<file path="src/rtl/serial_subtractor_pkg.sv">
// Shared definitions for the bit-serial arithmetic blocks: FSM encodings and a
// ceiling-log2 helper used to size iteration counters.
package serial_subtractor_pkg;

   typedef enum logic [1:0] {
      ST_IDLE  = 2'd0,
      ST_SHIFT = 2'd1,
      ST_DONE  = 2'd2
   } state_t;

   function automatic int clog2(input int n);
      int r;
      int v;
      r = 0;
      v = n - 1;
      while (v > 0) begin
         r = r + 1;
         v = v >> 1;
      end
      return r;
   endfunction

endpackage

</file>
<file path="src/rtl/serial_subtractor_if.sv">
// Start/busy/done handshake and operand/result bus of the serial subtractor.
interface serial_subtractor_if #(
   parameter int WIDTH = 8
);
   logic             start;
   logic [WIDTH-1:0] a;
   logic [WIDTH-1:0] b;
   logic             busy;
   logic             done;
   logic [WIDTH-1:0] diff;
   logic             borrow_out;
   logic             overflow;

   modport master (
      output start, a, b,
      input  busy, done, diff, borrow_out, overflow
   );

   modport slave (
      input  start, a, b,
      output busy, done, diff, borrow_out, overflow
   );
endinterface

</file>
<file path="src/rtl/serial_subtractor_one_bit_full_subtractor.sv">
// One-bit full subtractor (a - b - bin) built from two half subtractors and an OR.
module one_bit_full_subtractor (
   input  logic a,
   input  logic b,
   input  logic bin,
   output logic d,
   output logic bout
);
   logic d1, b1, b2;

   assign d1   = a ^ b;
   assign b1   = ~a & b;
   assign d    = d1 ^ bin;
   assign b2   = ~d1 & bin;
   assign bout = b1 | b2;
endmodule

</file>
<file path="src/rtl/serial_subtractor.sv">
// Bit-serial subtractor: diff = a - b, one bit per clock LSB first, using a
// single full subtractor and a borrow flip-flop; one result per WIDTH+2 cycles.
module serial_subtractor
   import serial_subtractor_pkg::*;
#(
   parameter int WIDTH = 8
) (
   input  logic          clk,
   input  logic          rst_n,
   serial_subtractor_if.slave bus
);
   localparam int CNT_W = clog2(WIDTH) + 1;

   state_t           state;
   logic [WIDTH-1:0] a_sh;
   logic [WIDTH-1:0] b_sh;
   logic [WIDTH-1:0] res_sh;
   logic [WIDTH-1:0] diff_q;
   logic [CNT_W-1:0] cnt;
   logic             a_msb;
   logic             b_msb;
   logic             borrow;
   logic             busy_q;
   logic             done_q;
   logic             borrow_q;
   logic             ovf_q;
   logic             d_bit;
   logic             bout_bit;

   one_bit_full_subtractor u_fs (
      .a    (a_sh[0]),
      .b    (b_sh[0]),
      .bin  (borrow),
      .d    (d_bit),
      .bout (bout_bit)
   );

   always_ff @(posedge clk or negedge rst_n) begin
      if (!rst_n) begin
         state    <= ST_IDLE;
         a_sh     <= '0;
         b_sh     <= '0;
         res_sh   <= '0;
         diff_q   <= '0;
         cnt      <= '0;
         a_msb    <= 1'b0;
         b_msb    <= 1'b0;
         borrow   <= 1'b0;
         busy_q   <= 1'b0;
         done_q   <= 1'b0;
         borrow_q <= 1'b0;
         ovf_q    <= 1'b0;
      end else begin
         case (state)
            ST_IDLE: begin
               done_q <= 1'b0;
               if (bus.start) begin
                  a_sh   <= bus.a;
                  b_sh   <= bus.b;
                  a_msb  <= bus.a[WIDTH-1];
                  b_msb  <= bus.b[WIDTH-1];
                  borrow <= 1'b0;
                  cnt    <= '0;
                  busy_q <= 1'b1;
                  state  <= ST_SHIFT;
               end
            end
            ST_SHIFT: begin
               res_sh <= {d_bit, res_sh[WIDTH-1:1]};
               a_sh   <= a_sh >> 1;
               b_sh   <= b_sh >> 1;
               borrow <= bout_bit;
               cnt    <= cnt + 1'b1;
               // Final bit: publish the result in the same edge that enters DONE
               if (cnt == CNT_W'(WIDTH - 1)) begin
                  diff_q   <= {d_bit, res_sh[WIDTH-1:1]};
                  borrow_q <= bout_bit;
                  ovf_q    <= (a_msb != b_msb) && (d_bit != a_msb);
                  busy_q   <= 1'b0;
                  done_q   <= 1'b1;
                  state    <= ST_DONE;
               end
            end
            ST_DONE: begin
               done_q <= 1'b0;
               state  <= ST_IDLE;
            end
            default: begin
               busy_q <= 1'b0;
               done_q <= 1'b0;
               state  <= ST_IDLE;
            end
         endcase
      end
   end

   assign bus.busy       = busy_q;
   assign bus.done       = done_q;
   assign bus.diff       = diff_q;
   assign bus.borrow_out = borrow_q;
   assign bus.overflow   = ovf_q;
endmodule

</file>
<file path="src/flat_wrapper.sv">
// flat-port wrapper written by rule: the top's interface ports become plain ports
module serial_subtractor_flat import serial_subtractor_pkg::*;
#(
   parameter int WIDTH = 8
)
  (clk, rst_n, bus_start, bus_a, bus_b, bus_busy, bus_done, bus_diff, bus_borrow_out, bus_overflow);
  serial_subtractor_if #(.WIDTH(WIDTH)) bus_i ();
  input  logic clk;
  input  logic rst_n;
  input wire logic [$bits(bus_i.start)-1:0] bus_start;
  input wire logic [$bits(bus_i.a)-1:0] bus_a;
  input wire logic [$bits(bus_i.b)-1:0] bus_b;
  output wire logic [$bits(bus_i.busy)-1:0] bus_busy;
  output wire logic [$bits(bus_i.done)-1:0] bus_done;
  output wire logic [$bits(bus_i.diff)-1:0] bus_diff;
  output wire logic [$bits(bus_i.borrow_out)-1:0] bus_borrow_out;
  output wire logic [$bits(bus_i.overflow)-1:0] bus_overflow;
  assign bus_i.start = bus_start;
  assign bus_i.a = bus_a;
  assign bus_i.b = bus_b;
  assign bus_busy = bus_i.busy;
  assign bus_done = bus_i.done;
  assign bus_diff = bus_i.diff;
  assign bus_borrow_out = bus_i.borrow_out;
  assign bus_overflow = bus_i.overflow;
  serial_subtractor #(.WIDTH(WIDTH)) u_core (.clk(clk), .rst_n(rst_n), .bus(bus_i));
endmodule
</file>
<file path="config.mk">
export PLATFORM = sky130hd
export DESIGN_NAME = serial_subtractor_flat
export DESIGN_NICKNAME = d
export VERILOG_FILES = /design/src/rtl/serial_subtractor_pkg.sv /design/src/rtl/serial_subtractor_if.sv /design/src/rtl/serial_subtractor_one_bit_full_subtractor.sv /design/src/rtl/serial_subtractor.sv /design/src/flat_wrapper.sv
export SDC_FILE = /design/constraint.sdc
export NUM_CORES = 1
export LEC_CHECK = 0
export ABC_CLOCK_PERIOD_IN_PS = 2000
export BUFFER_PORTS_ARGS = -buffer_cell sky130_fd_sc_hd__buf_2
export CAP_MARGIN = 15
export CORE_AREA = 4 4 78 80
export CTS_BUF_LIST = sky130_fd_sc_hd__clkbuf_2
export CTS_CLUSTER_SIZE = 28
export DETAILED_ROUTE_END_ITERATION = 8
export DIE_AREA = 0 0 82 84
export SLEW_MARGIN = 10
export SYNTH_ARGS = -nofsm -noshare
export SYNTH_HDL_FRONTEND = slang
export SYNTH_SLANG_ARGS = --single-unit
</file>
<file path="constraint.sdc">
create_clock -name clk -period 2 [get_ports clk]
set_input_delay 0.4 -clock clk [delete_from_list [all_inputs] [get_ports clk]]
set_output_delay 0.4 -clock clk [all_outputs]
set_load 0.05 [all_outputs]
</file>
After elaboration in Yosys (flattened, before gate mapping)
Index checks and enable logic that the tools add are counted.
Word-level totals
  register bits: 45
  input bits: 19
  output and inout port bits: 12
Operators by class
  add/sub/neg operators: 1
  equality and inequality tests: 7
  muxes and demuxes: 16
  bitwise logic cells: 8
  reduce and logical (&&, ||, !) cells: 8
Operator list (number)
  8-bit case mux with 2 select lines: 2
  8-bit two-way mux: 2
  4-bit case mux with 2 select lines: 1
  2-bit AND reduction: 4
  1-bit two-way mux: 5
  4-bit by 1-bit adder with 4-bit output (second input constant): 1
  4-bit by 3-bit == test with 1-bit output (second input constant): 1
  2-bit two-way mux: 2
  4-bit two-way mux: 1
  2-bit case mux with 2 select lines: 1
  1-bit NOT: 3
  1-bit case mux with 3 select lines: 1
  3-bit AND reduction: 1
  1-bit bitwise AND: 2
  2-bit by 1-bit == test with 1-bit output (second input constant): 1
  2-bit == test (second input constant): 1
  2-bit logical NOT: 1
  1-bit != test: 2
  2-bit by 1-bit != test with 1-bit output (second input constant): 1
  2-bit != test (second input constant): 1
  1-bit case mux with 2 select lines: 1
  2-bit nonzero test: 1
  1-bit bitwise XOR: 2
  1-bit logical AND: 1
  1-bit bitwise OR: 1

Depth between registers and ports, before layout
Gate-level depths: netlist of the first run.
  depth in word-level cells: 5
  depth in mapped cells: 6
  mapped depth without buffers: 5

Modules after synthesis
From an unflattened synthesis of the first run, not the netlist that was laid out.
Second synthesis, totals
  cell total of the unflattened synthesis: 169
  area, all modules: 1930.6 um^2
By module, submodules not included
  serial_subtractor: times used 1, cells an instance 165, area each 1899.3 um^2
  one_bit_full_subtractor: times used 1, cells an instance 4, area each 31.3 um^2

Worst setup path before layout of the first run
No wires, ideal clock.
  path kind: reg2reg
  from: reg u_core.a_sh[0]
  to: reg u_core.ovf_q, in the netlist u_core.bus.overflow
  library setup time: 125 ps
  arrival: 1348 ps
  data required time: 1875 ps
  path slack: 528 ps
  cell stages (with the launch flop): 5
  path buffers: 0
  clock period less this slack: 1472 ps
  cell sequence: dfrtp_1 -> fa_1 -> nand2b_1 -> o21ai_0 -> mux2_2
On the way
  cells in the longest elaborated chain, start to end: 4
Ends and longest elaborated chain
  start: declaration: RTL line serial_subtractor.sv:15  | logic [WIDTH-1:0] a_sh;
  start signal: assignment: RTL line serial_subtractor.sv:58  | a_sh <= bus.a;
  start signal: assignment: RTL line serial_subtractor.sv:70  | a_sh <= a_sh >> 1;
  1-bit bitwise XOR: RTL line serial_subtractor_one_bit_full_subtractor.sv:11  | assign d1 = a ^ b;
  1-bit bitwise XOR: RTL line serial_subtractor_one_bit_full_subtractor.sv:13  | assign d = d1 ^ bin;
  net u_core.d_bit: RTL line serial_subtractor.sv:27  | logic d_bit;
  1-bit != test: RTL line serial_subtractor.sv:78  | ovf_q <= (a_msb != b_msb) && (d_bit != a_msb);
  1-bit logical AND: RTL line serial_subtractor.sv:78
  end signal: assignment: RTL line serial_subtractor.sv:78
  end: declaration: RTL line serial_subtractor.sv:26  | logic ovf_q;
The timed path passes the listed nets, and every way through them passes these cells.
A chain may end at the register's enable or synchronous reset.

Worst setup path after layout of the first run
  from: reg u_core.cnt[0]
  to: reg u_core.diff_q[5], in the netlist u_core.bus.diff[5]
On the way
  cells in the longest elaborated chain, start to end: 2
Ends and longest elaborated chain
  start: declaration: RTL line serial_subtractor.sv:19  | logic [CNT_W-1:0] cnt;
  start signal: assignment: RTL line serial_subtractor.sv:73  | cnt <= cnt + 1'b1;
  4-bit by 3-bit == test with 1-bit output: RTL line serial_subtractor.sv:75  | if (cnt == CNT_W'(WIDTH - 1)) begin
  2-bit AND reduction (no source line)
  end signal: assignment: RTL line serial_subtractor.sv:76  | diff_q <= {d_bit, res_sh[WIDTH-1:1]};
  end: declaration: RTL line serial_subtractor.sv:18  | logic [WIDTH-1:0] diff_q;
Every way passes these cells.

==> metrics.csv, run 1 <==
metric,value,unit
status,"finished, final reports clean",
crit path DAT,1.89,ns
Worst Skew,0.0152,ns
CP Data Required Time,2.29,ns
crit-path leading delay family,simple AND/OR/NAND/NOR gates,
slowest cell on the critical path,dfrtp_1,
hold buffers post-CTS,0,
first-pass GRT wire length,6150,µm
wire per inst,13.9,µm
Syn-to-layout area delta,14.7,%
H-tree levels,2,
"commonest non-fill, non-tap cell in the layout",dfrtp_1,
Post-synth ARST share,1.00,
fin. max-slew vios,0,
fmax,624,MHz
Synth Instances,153,
NumNets Final,210,
CP max FO,10,
initial core utilization,0.344,
leak pwr,0.986,nW
total CTS buffers,5,
min Tclk post-route,1.60,ns
post-synth cell types,26,
synthesized flop and latch total,44,
vias per cell,4.75,
final setup vio count,0,
WS Path Type,flop to flop,
TNS Setup,0,ns
Pre-antenna DRT Iters,4,
Routed Antenna Nets,0,
reg2reg start,u_core.cnt[0],
share of layout cells above drive strength 1,0.349,
flop2flop setup slack,0.40,ns
sequential area share after synthesis,0.592,
synthesized area,1860,µm²
total power per unit cell area,1650,nW/µm²
Slowest Stage Delay on Critical Path,0.44,ns
Least-Margin Pin Slew,0.545,ns
Syn Area/Cell,12.2,µm²
most frequent cells in the layout,"dfrtp_1, buf_2, mux2_2, o21ai_0, nand2_1",
row cnt,27,
Synth Flop Type,dfrtp_1,
postcts setup bufs,0,
Syn Nets,174,
Ant. Diodes,0,
Final Hold Fails,0,
CTS Buffer Depth,2,
CP Cell Sequence,ha_1 -> nand3b_1 -> nor2_8 -> mux2_2,
Port-buffer cells,30,
Area contributors post-synth,"dfrtp_1, mux2_2, a22oi_1, o21ai_0, nand2_1",
drt drc,0,
setup ws final,0.396,ns
Vias,1241,
placer congestion estimate,0.719,
R2R depth,4,
largest net degree at the start of global routing,45,
initial DRC count,56,
Synth top area share,0.592,
CTS tree,built,
pre-CTS setup slack,0.419,ns
Post-DP HPWL,2500,µm
die footprint,6890,µm²
clock slew at reported path FFs,0.21,ns
Routed Wire Length,3620,µm
"Warnings, synthesis",0,
"EDFF count, synth",0,
Yosys top cell by area,dfrtp_1,
gr usage total,0.113,
Bufs and invs on worst path,0,
post-CTS resize count,0,
CTS Sinks,44,
GRT overflow,0,
CTS root buffer,clkbuf_2,
endpoint class of the critical path,flop,
worst hold path type,input port to asynchronous set/reset pin,
Peak VDD IR,0.994,mV
RSZ-0062 raised after global routing,no,
Skew-Pair Late Insertion Delay,0.37,ns
crit start category,flop,
chip width,82,µm
core area,5410,µm²
FF-to-FF End,u_core.bus.diff[5],
Max Cap Viol,0,
final worst-path cycle share,0.802,
Worst slew margin,0.636,
vias in the first global route,1248,
initial antenna violation count,0,
Die Span Y,84,µm
IO Count,31,
worst setup path start,u_core.cnt[0],
## per-stage QoR
stage	instance area, µm²	cells	total power [mW]	util	hold WS [ns]
3_3_place_gp	2100	254	3.18	0.388	0.465
5_1_grt	2130	261	3.80	0.395	0.0669
6_report	2130	261	3.51	0.395	0.0572
2_1_floorplan	1860	153	2.81	-	0.104
4_1_cts	2130	261	3.57	0.395	0.0558
3_5_place_dp	2100	254	3.22	0.388	0.471
## flip-flops by register name (all words and copies together), names as in the netlist, 2 cells and up
| register | flops |
|---|---|
| u_core.bus.diff | 8 |
| u_core.b_sh | 8 |
| u_core.res_sh | 7 |
| u_core.a_sh | 8 |
| u_core.cnt | 4 |
| u_core.state | 2 |
## power breakdown
group	switching (mW)	internal [mW]	leakage (nW)
clock	0.260	0.0837	0.0288
combinational	0.991	0.660	0.404
sequential	0.247	1.27	0.553
## layer usage
layer | vias to the layer above | track usage | part of all wire
li1 | 608 | - | -
met1 | 598 | 0.171 | 0.49
met2 | 33 | 0.153 | 0.43
met3 | 2 | 0.0389 | 0.077
met4 | 0 | 0.0317 | 0.0030
met5 | - | 0 | 0
## how the worst max path moves through the flow
stage	endpoint	cells after the start
finish	u_core.bus.diff[5]	4
global route	u_core.bus.diff[1]	4
CTS	u_core.bus.diff[5]	4
detailed placement	u_core.bus.diff[5]	4
global placement	u_core.bus.overflow	4
floorplan	u_core.bus.overflow	4
## synth_stat cells, types with 2 or more instances
| library cell | number |
|---|---|
| mux2_2 | 19 |
| nand2_1 | 18 |
| a21oi_1 | 2 |
| buf_2 | 4 |
| nand3b_1 | 2 |
| dfrtp_1 | 44 |
| nor2_1 | 3 |
| inv_1 | 4 |
| buf_6 | 3 |
| nand2b_1 | 2 |
| clkbuf_1 | 2 |
| a22oi_1 | 14 |
| a22o_1 | 3 |
| o21ai_0 | 19 |
| nand3_1 | 3 |
## logic make-up after synthesis
logic type / share of synthesized area
adders and majority gates: 0.0175
buffers and inverters: 0.0451
DFF: 0.592
AOI/OAI and AO/OA: 0.139
and+or+nand+nor: 0.0915
muxes: 0.115
## layout make-up
cell class / count / area [µm²]
Multi-Input combinational cell: 95 / 674
Tap cell: 72 / 90.1
Fill cell: 560 / 3270
Clock buffer: 6 / 30.0
Inverter: 4 / 15.0
Sequential cell: 44 / 1100
Timing Repair Buffer: 39 / 218
Clock inverter: 1 / 5.00
No activity file was read; power rests on OpenSTA's default activity.
==> run 2: changes to the inputs <==
- ABC_AREA: unset -> 1
- ABC_CLOCK_PERIOD_IN_PS: 2000 -> 1530
- CORE_AREA: 4 4 78 80 -> 4 4 82 84
- DIE_AREA: 0 0 82 84 -> 0 0 86 88
- clock period: 2 -> 1.53 ns (I/O delays scaled with it)
==> run 2 against run 1 <==
Core utilization decreased by 0.12 points. Clock skew increased by 0.0034 ns. Area after synthesis increased by 9.9%. Highest routed layer unchanged. Synthesized cell count increased by 58%. Total power increased by 41%. Largest cell class unchanged. Cell count increased by 36%.
==> metrics.csv, run 2 <==
metric,value,unit
status,"finished, final reports clean",
setup ws final,0.159,ns
post-CTS resize count,0,
placer congestion estimate,0.771,
drt drc,0,
top-count cell post-synth,nand2_1,
proportion of synthesized area in mux cells,0,
post-synth cell types,21,
pre-CTS setup slack,0.155,ns
Worst slew margin,0.744,
most frequent CP cell,nand2_1,
fin. max-slew vios,0,
min Tclk post-route,1.37,ns
Net Switching,2.34,mW
CTS Sinks,44,
most frequent cells in the layout,"nand2_1, dfrtp_1, buf_2",
largest family of logic cells by synthesized area,simple AND/OR/NAND/NOR gates,
Ant. Diodes,0,
largest net degree at the start of global routing,45,
worst hold path type,input port to flop,
Least-Margin Pin Slew,0.383,ns
Post-Synth Adder-Cell Area,0.0159,
combinational group share of total power,0.498,
switching share of power,0.473,
Slowest Stage Delay on Critical Path,0.58,ns
gr usage total,0.113,
crit path DAT,1.69,ns
synthesized flop and latch total,44,
leak pwr,1.28,nW
sequential share of power,0.406,
Routed Wire Length,4000,µm
CP Data Required Time,1.85,ns
final worst-path cycle share,0.896,
clock slew at reported path FFs,0.22,ns
crit-path leading delay family,adder cells,
Synth Flop Type,dfrtp_1,
"Warnings, synthesis",0,
TNS Setup,0,ns
Synth Area in Simple Gates,0.321,
Post-DP HPWL,2790,µm
Port-buffer cells,30,
Synth Instances,241,
NumNets Final,300,
WS Path Type,flop to flop,
vias per cell,4.61,
core area,5920,µm²
Pre-antenna DRT Iters,4,
"commonest non-fill, non-tap cell in the layout",nand2_1,
crit start category,flop,
H-tree levels,2,
Pint,2.61,mW
vias in the first global route,1549,
CP max FO,3,
Vias,1636,
Syn-to-layout area delta,14.0,%
CTS Buffer Depth,2,
share of layout cells above drive strength 1,0.204,
synthesized area,2040,µm²
first-pass GRT wire length,6810,µm
Synth top area share,0.539,
Peak VDD IR,0.994,mV
CP Cell Sequence,fa_1 -> inv_1 -> nand3_1 -> nand2_1 -> nand2_1 -> nand2_1,
Final Hold Fails,0,
slowest cell on the critical path,fa_1,
sequential area share after synthesis,0.539,
wire per inst,11.3,µm
Post-synth ARST share,1.00,
die footprint,7570,µm²
row cnt,28,
Worst Skew,0.0187,ns
initial core utilization,0.345,
"top cells by count, synth","nand2_1, dfrtp_1, nand3_1, inv_1, nor2_1",
Syn Area/Cell,8.48,µm²
CTS tree,built,
compound-gate portion of the synthesized area,0.0386,
Syn Nets,262,
RSZ-0062 raised after global routing,no,
Skew-Pair Late Insertion Delay,0.39,ns
initial antenna violation count,0,
Area contributors post-synth,"dfrtp_1, nand2_1, nand3_1, buf_6, inv_1",
endpoint class of the critical path,flop,
Yosys top cell by area,dfrtp_1,
dpl cell area,2280,µm²
Routed Antenna Nets,0,
initial DRC count,77,
CTS root buffer,clkbuf_2,
chip width,86,µm
Bufs and invs on worst path,1,
final setup vio count,0,
total power per unit cell area,2130,nW/µm²
fin area,2330,µm²
Max Cap Viol,0,
fmax,730,MHz
GRT overflow,0,
total CTS buffers,5,
"EDFF count, synth",0,
IO Count,31,
Clock power frac,0.096,
Die Span Y,88,µm
XOR/XNOR Fraction of Synth Area,0,
total power,4.95,mW
==> run 2: changes by cell type in the layout (fill, tap and decap cells not counted), moves of 2 or more <==
cell and change:
o21ai_0 -9, nand2_1 +76, a22o_1 -3, inv_1 +16
mux2_2 -19, a22oi_1 -14, nand3_1 +19, nor2_4 +3
nand2_2 +3, nor2_1 +16, nand3b_1 +5, a21oi_1 -2
nand2b_1 -2
==> run 2: tightest hold or removal path: stages <==
cell and delay, ns:
buf_2 0.08, nand2_1 0.07, o21ai_2 0.06
==> run 2: worst paths after layout <==
check | start | to | slack [ns] | cells past startpoint
setup reg to reg | u_core.a_sh[0] | u_core.bus.overflow | 0.16 | 6
hold reg to reg | u_core.res_sh[6] | u_core.bus.diff[5] | 0.50 | 2
hold / removal | bus_b[7] | u_core.b_sh[7] | 0.15 | 3
setup / recovery | u_core.a_sh[0] | u_core.bus.overflow | 0.16 | 6
max in group asynchronous | rst_n | u_core.a_sh[2] | 0.91 | 3
min in group asynchronous | rst_n | u_core.bus.diff[3] | 0.39 | 3
==> run 2: stage by stage <==
| stage | hold WS [ns] | utilization | cells |
|---|---|---|---|
| 2_1_floorplan | 0.0104 | - | 241 |
| 3_3_place_gp | 0.306 | 0.385 | 346 |
| 3_5_place_dp | 0.303 | 0.385 | 346 |
| 4_1_cts | 0.122 | 0.393 | 355 |
| 5_1_grt | 0.115 | 0.393 | 355 |
| 6_report | 0.153 | 0.393 | 355 |
==> run 2: logic make-up (layout without fill, tap and decap cells) <==
| family | count (synthesis) | count (layout) |
|---|---|---|
| compound gates | 14 | 14 |
| fa+ha+maj | 2 | 2 |
| buf+inv | 31 | 70 |
| flops | 44 | 44 |
| simple gates | 150 | 150 |
==> run 2: final cells by class <==
type	count	area (µm²)
clock inverter	2	11.3
tap	75	93.8
timing repair buffer	40	240
fill	617	3590
inverter	22	85.1
sequential	44	1100
multi-input combinational	166	768
clock buffer	6	30.0
==> run 2: metal layers <==
layer / wire length, µm / vias up / global-route usage
li1: - / 826 / -
met1: 1950 / 771 / 0.146
met2: 1800 / 34 / 0.181
met3: 210 / 5 / 0.0339
met4: 35 / 0 / 0.0360
met5: 0 / - / 0
==> run 2: what timing repair did <==
action                    in CTS  in global routing
buffers inserted               0                  0
hold endpoints to repair      44                  0
hold buffers                   1                  0
==> run 2: power by group through the flow <==
stage	Sequential, mW	Combinational (mW)	Clock, mW
after floorplan	2.52	1.49	0
after global placement	2.03	2.45	0
after detailed placement	2.04	2.49	0
after CTS	2.01	2.50	0.500
after global routing	2.08	2.79	0.547
final	2.01	2.47	0.477
==> run 3: changes to the inputs <==
- CORE_AREA: 4 4 82 84 -> 4 4 77 79
- DIE_AREA: 0 0 86 88 -> 0 0 81 83
==> run 3 against run 2 <==
Clock skew is 0.0028 ns lower. First-iteration DRC count up 1.3%. Register-to-register slack got worse by 0.02 ns. Count of clock-buffer cells in the layout unchanged. Worst setup slack lost 0.017 ns. Wire length is 1.3% lower. Sequential share of layout area shrank 0.65 points. Non-clock buffer count unchanged. Cell count decreased by 0.85%. Cell area is 1.4% higher. Critical endpoint unchanged. Highest routed layer unchanged.
==> metrics.csv, run 3 (synthesized netlist as in run 2, its figures left out) <==
metric,value,unit
status,"finished, final reports clean",
TNS Setup,0,ns
Pre-antenna DRT Iters,4,
first-pass GRT wire length,6920,µm
most frequent cells in the layout,"nand2_1, dfrtp_1, buf_2",
drt drc,0,
largest net degree at the start of global routing,45,
CP Data Required Time,1.85,ns
FF-to-FF End,u_core.bus.overflow,
Worst Skew,0.0159,ns
NumNets Final,300,
total power,5.14,mW
flop2flop setup slack,0.14,ns
FF/Latch Area,1100,µm²
fin util,0.443,
final setup vio count,0,
initial core utilization,0.383,
CTS Buffer Depth,2,
worst setup path start,u_core.a_sh[0],
total CTS buffers,5,
Port-buffer cells,30,
vias in the first global route,1573,
initial antenna violation count,0,
row cnt,27,
final worst-path cycle share,0.907,
endpoint class of the critical path,flop,
share of layout cells above drive strength 1,0.207,
Ant. Diodes,0,
slowest cell on the critical path,fa_1,
Min-Delay Endpoint,u_core.b_sh[7],
WS Path Type,flop to flop,
wire per inst,11.2,µm
Vias,1587,
reg2reg start,u_core.a_sh[0],
placed cells,343,
"commonest non-fill, non-tap cell in the layout",nand2_1,
CP max FO,3,
CTS tree,built,
total power per unit cell area,2180,nW/µm²
most frequent CP cell,nand2_1,
Max Cap Viol,0,
Slowest Stage Delay on Critical Path,0.59,ns
leak pwr,1.30,nW
crit start category,flop,
R2R depth,6,
chip width,81,µm
Worst slew margin,0.757,
placer congestion estimate,0.735,
Least-Margin Pin Slew,0.364,ns
Syn-to-layout area delta,15.6,%
WHS,0.138,ns
multi-input logic area,768,µm²
H-tree levels,2,
GRT overflow,0,
vias per cell,4.51,
fin. max-slew vios,0,
CTS Sinks,44,
worst hold start,bus_b[7],
Die Span Y,83,µm
Peak VDD IR,0.875,mV
Routed Wire Length,3950,µm
Routed Antenna Nets,0,
initial DRC count,78,
core area,5340,µm²
min Tclk post-route,1.39,ns
Post-DP HPWL,2760,µm
post-route insts no fill,352,
gr usage total,0.130,
Final Hold Fails,0,
RSZ-0062 raised after global routing,no,
CP Cell Sequence,fa_1 -> inv_1 -> nand3_1 -> nand2_1 -> nand2_1 -> nand2_1,
Fill cells,563,
Skew-Pair Late Insertion Delay,0.40,ns
fmax,721,MHz
crit path DAT,1.71,ns
die footprint,6720,µm²
hold depth,3,
worst hold path type,input port to flop,
clock slew at reported path FFs,0.21,ns
IO Count,31,
CTS root buffer,clkbuf_2,
## run 3: changes by cell type in the layout (fill, tap and decap cells not counted), sizes merged
cell / previous run / this run
bufinv: 0 / 1
clkinvlp: 1 / 0
## run 3: where the power goes
| group | internal [mW] | switching (mW) |
|---|---|---|
| registers | 1.70 | 0.343 |
| logic | 0.821 | 1.63 |
| clock network | 0.281 | 0.371 |
## run 3: through the flow
step	worst slack [ns]	cell area, µm²
6_report	0.142	2360
5_1_grt	0.0470	2360
4_1_cts	0.117	2360
3_5_place_dp	0.164	2290
3_3_place_gp	0.196	2290
2_1_floorplan	0.220	2040
## run 3: layout make-up
class	count	area share
Clock buffer	6	0.0127
Clock inverter	2	0.0148
Inverter	22	0.0360
Multi-Input combinational cell	166	0.325
Sequential cell	44	0.466
Tap cell	72	0.0381
Timing Repair Buffer	40	0.107
## run 3: worst max-delay path: cells and delay by family (launching register included)
kind,cells,cell delay [ns]
DFF,1,0.45
and+or+nand+nor,4,0.23
adders and majority gates,1,0.59
buffers and inverters,1,0.06
## run 3: worst max path at each step
stage                     endpoint  slack (ns)  cells past startpoint
2_1_floorplan  u_core.bus.overflow        0.22                      6
5_1_grt        u_core.bus.overflow        0.05                      6
3_3_place_gp   u_core.bus.overflow        0.20                      6
3_5_place_dp   u_core.bus.overflow        0.16                      6
6_report       u_core.bus.overflow        0.14                      6
4_1_cts                bus_diff[0]        0.12                      1
## run 3: timing repair
item,4_1_cts,5_1_grt
endpoints found under the hold margin,44,0
hold buffers,1,0
resized for setup,0,0
setup buffers,0,0
## run 3: layer usage
metal / track usage / part of all wire / vias to the layer above
li1: - / - / 823
met1: 0.168 / 0.48 / 730
met2: 0.208 / 0.46 / 27
met3: 0.0358 / 0.050 / 7
met4: 0.0415 / 0.015 / 0
met5: 0 / 0 / -
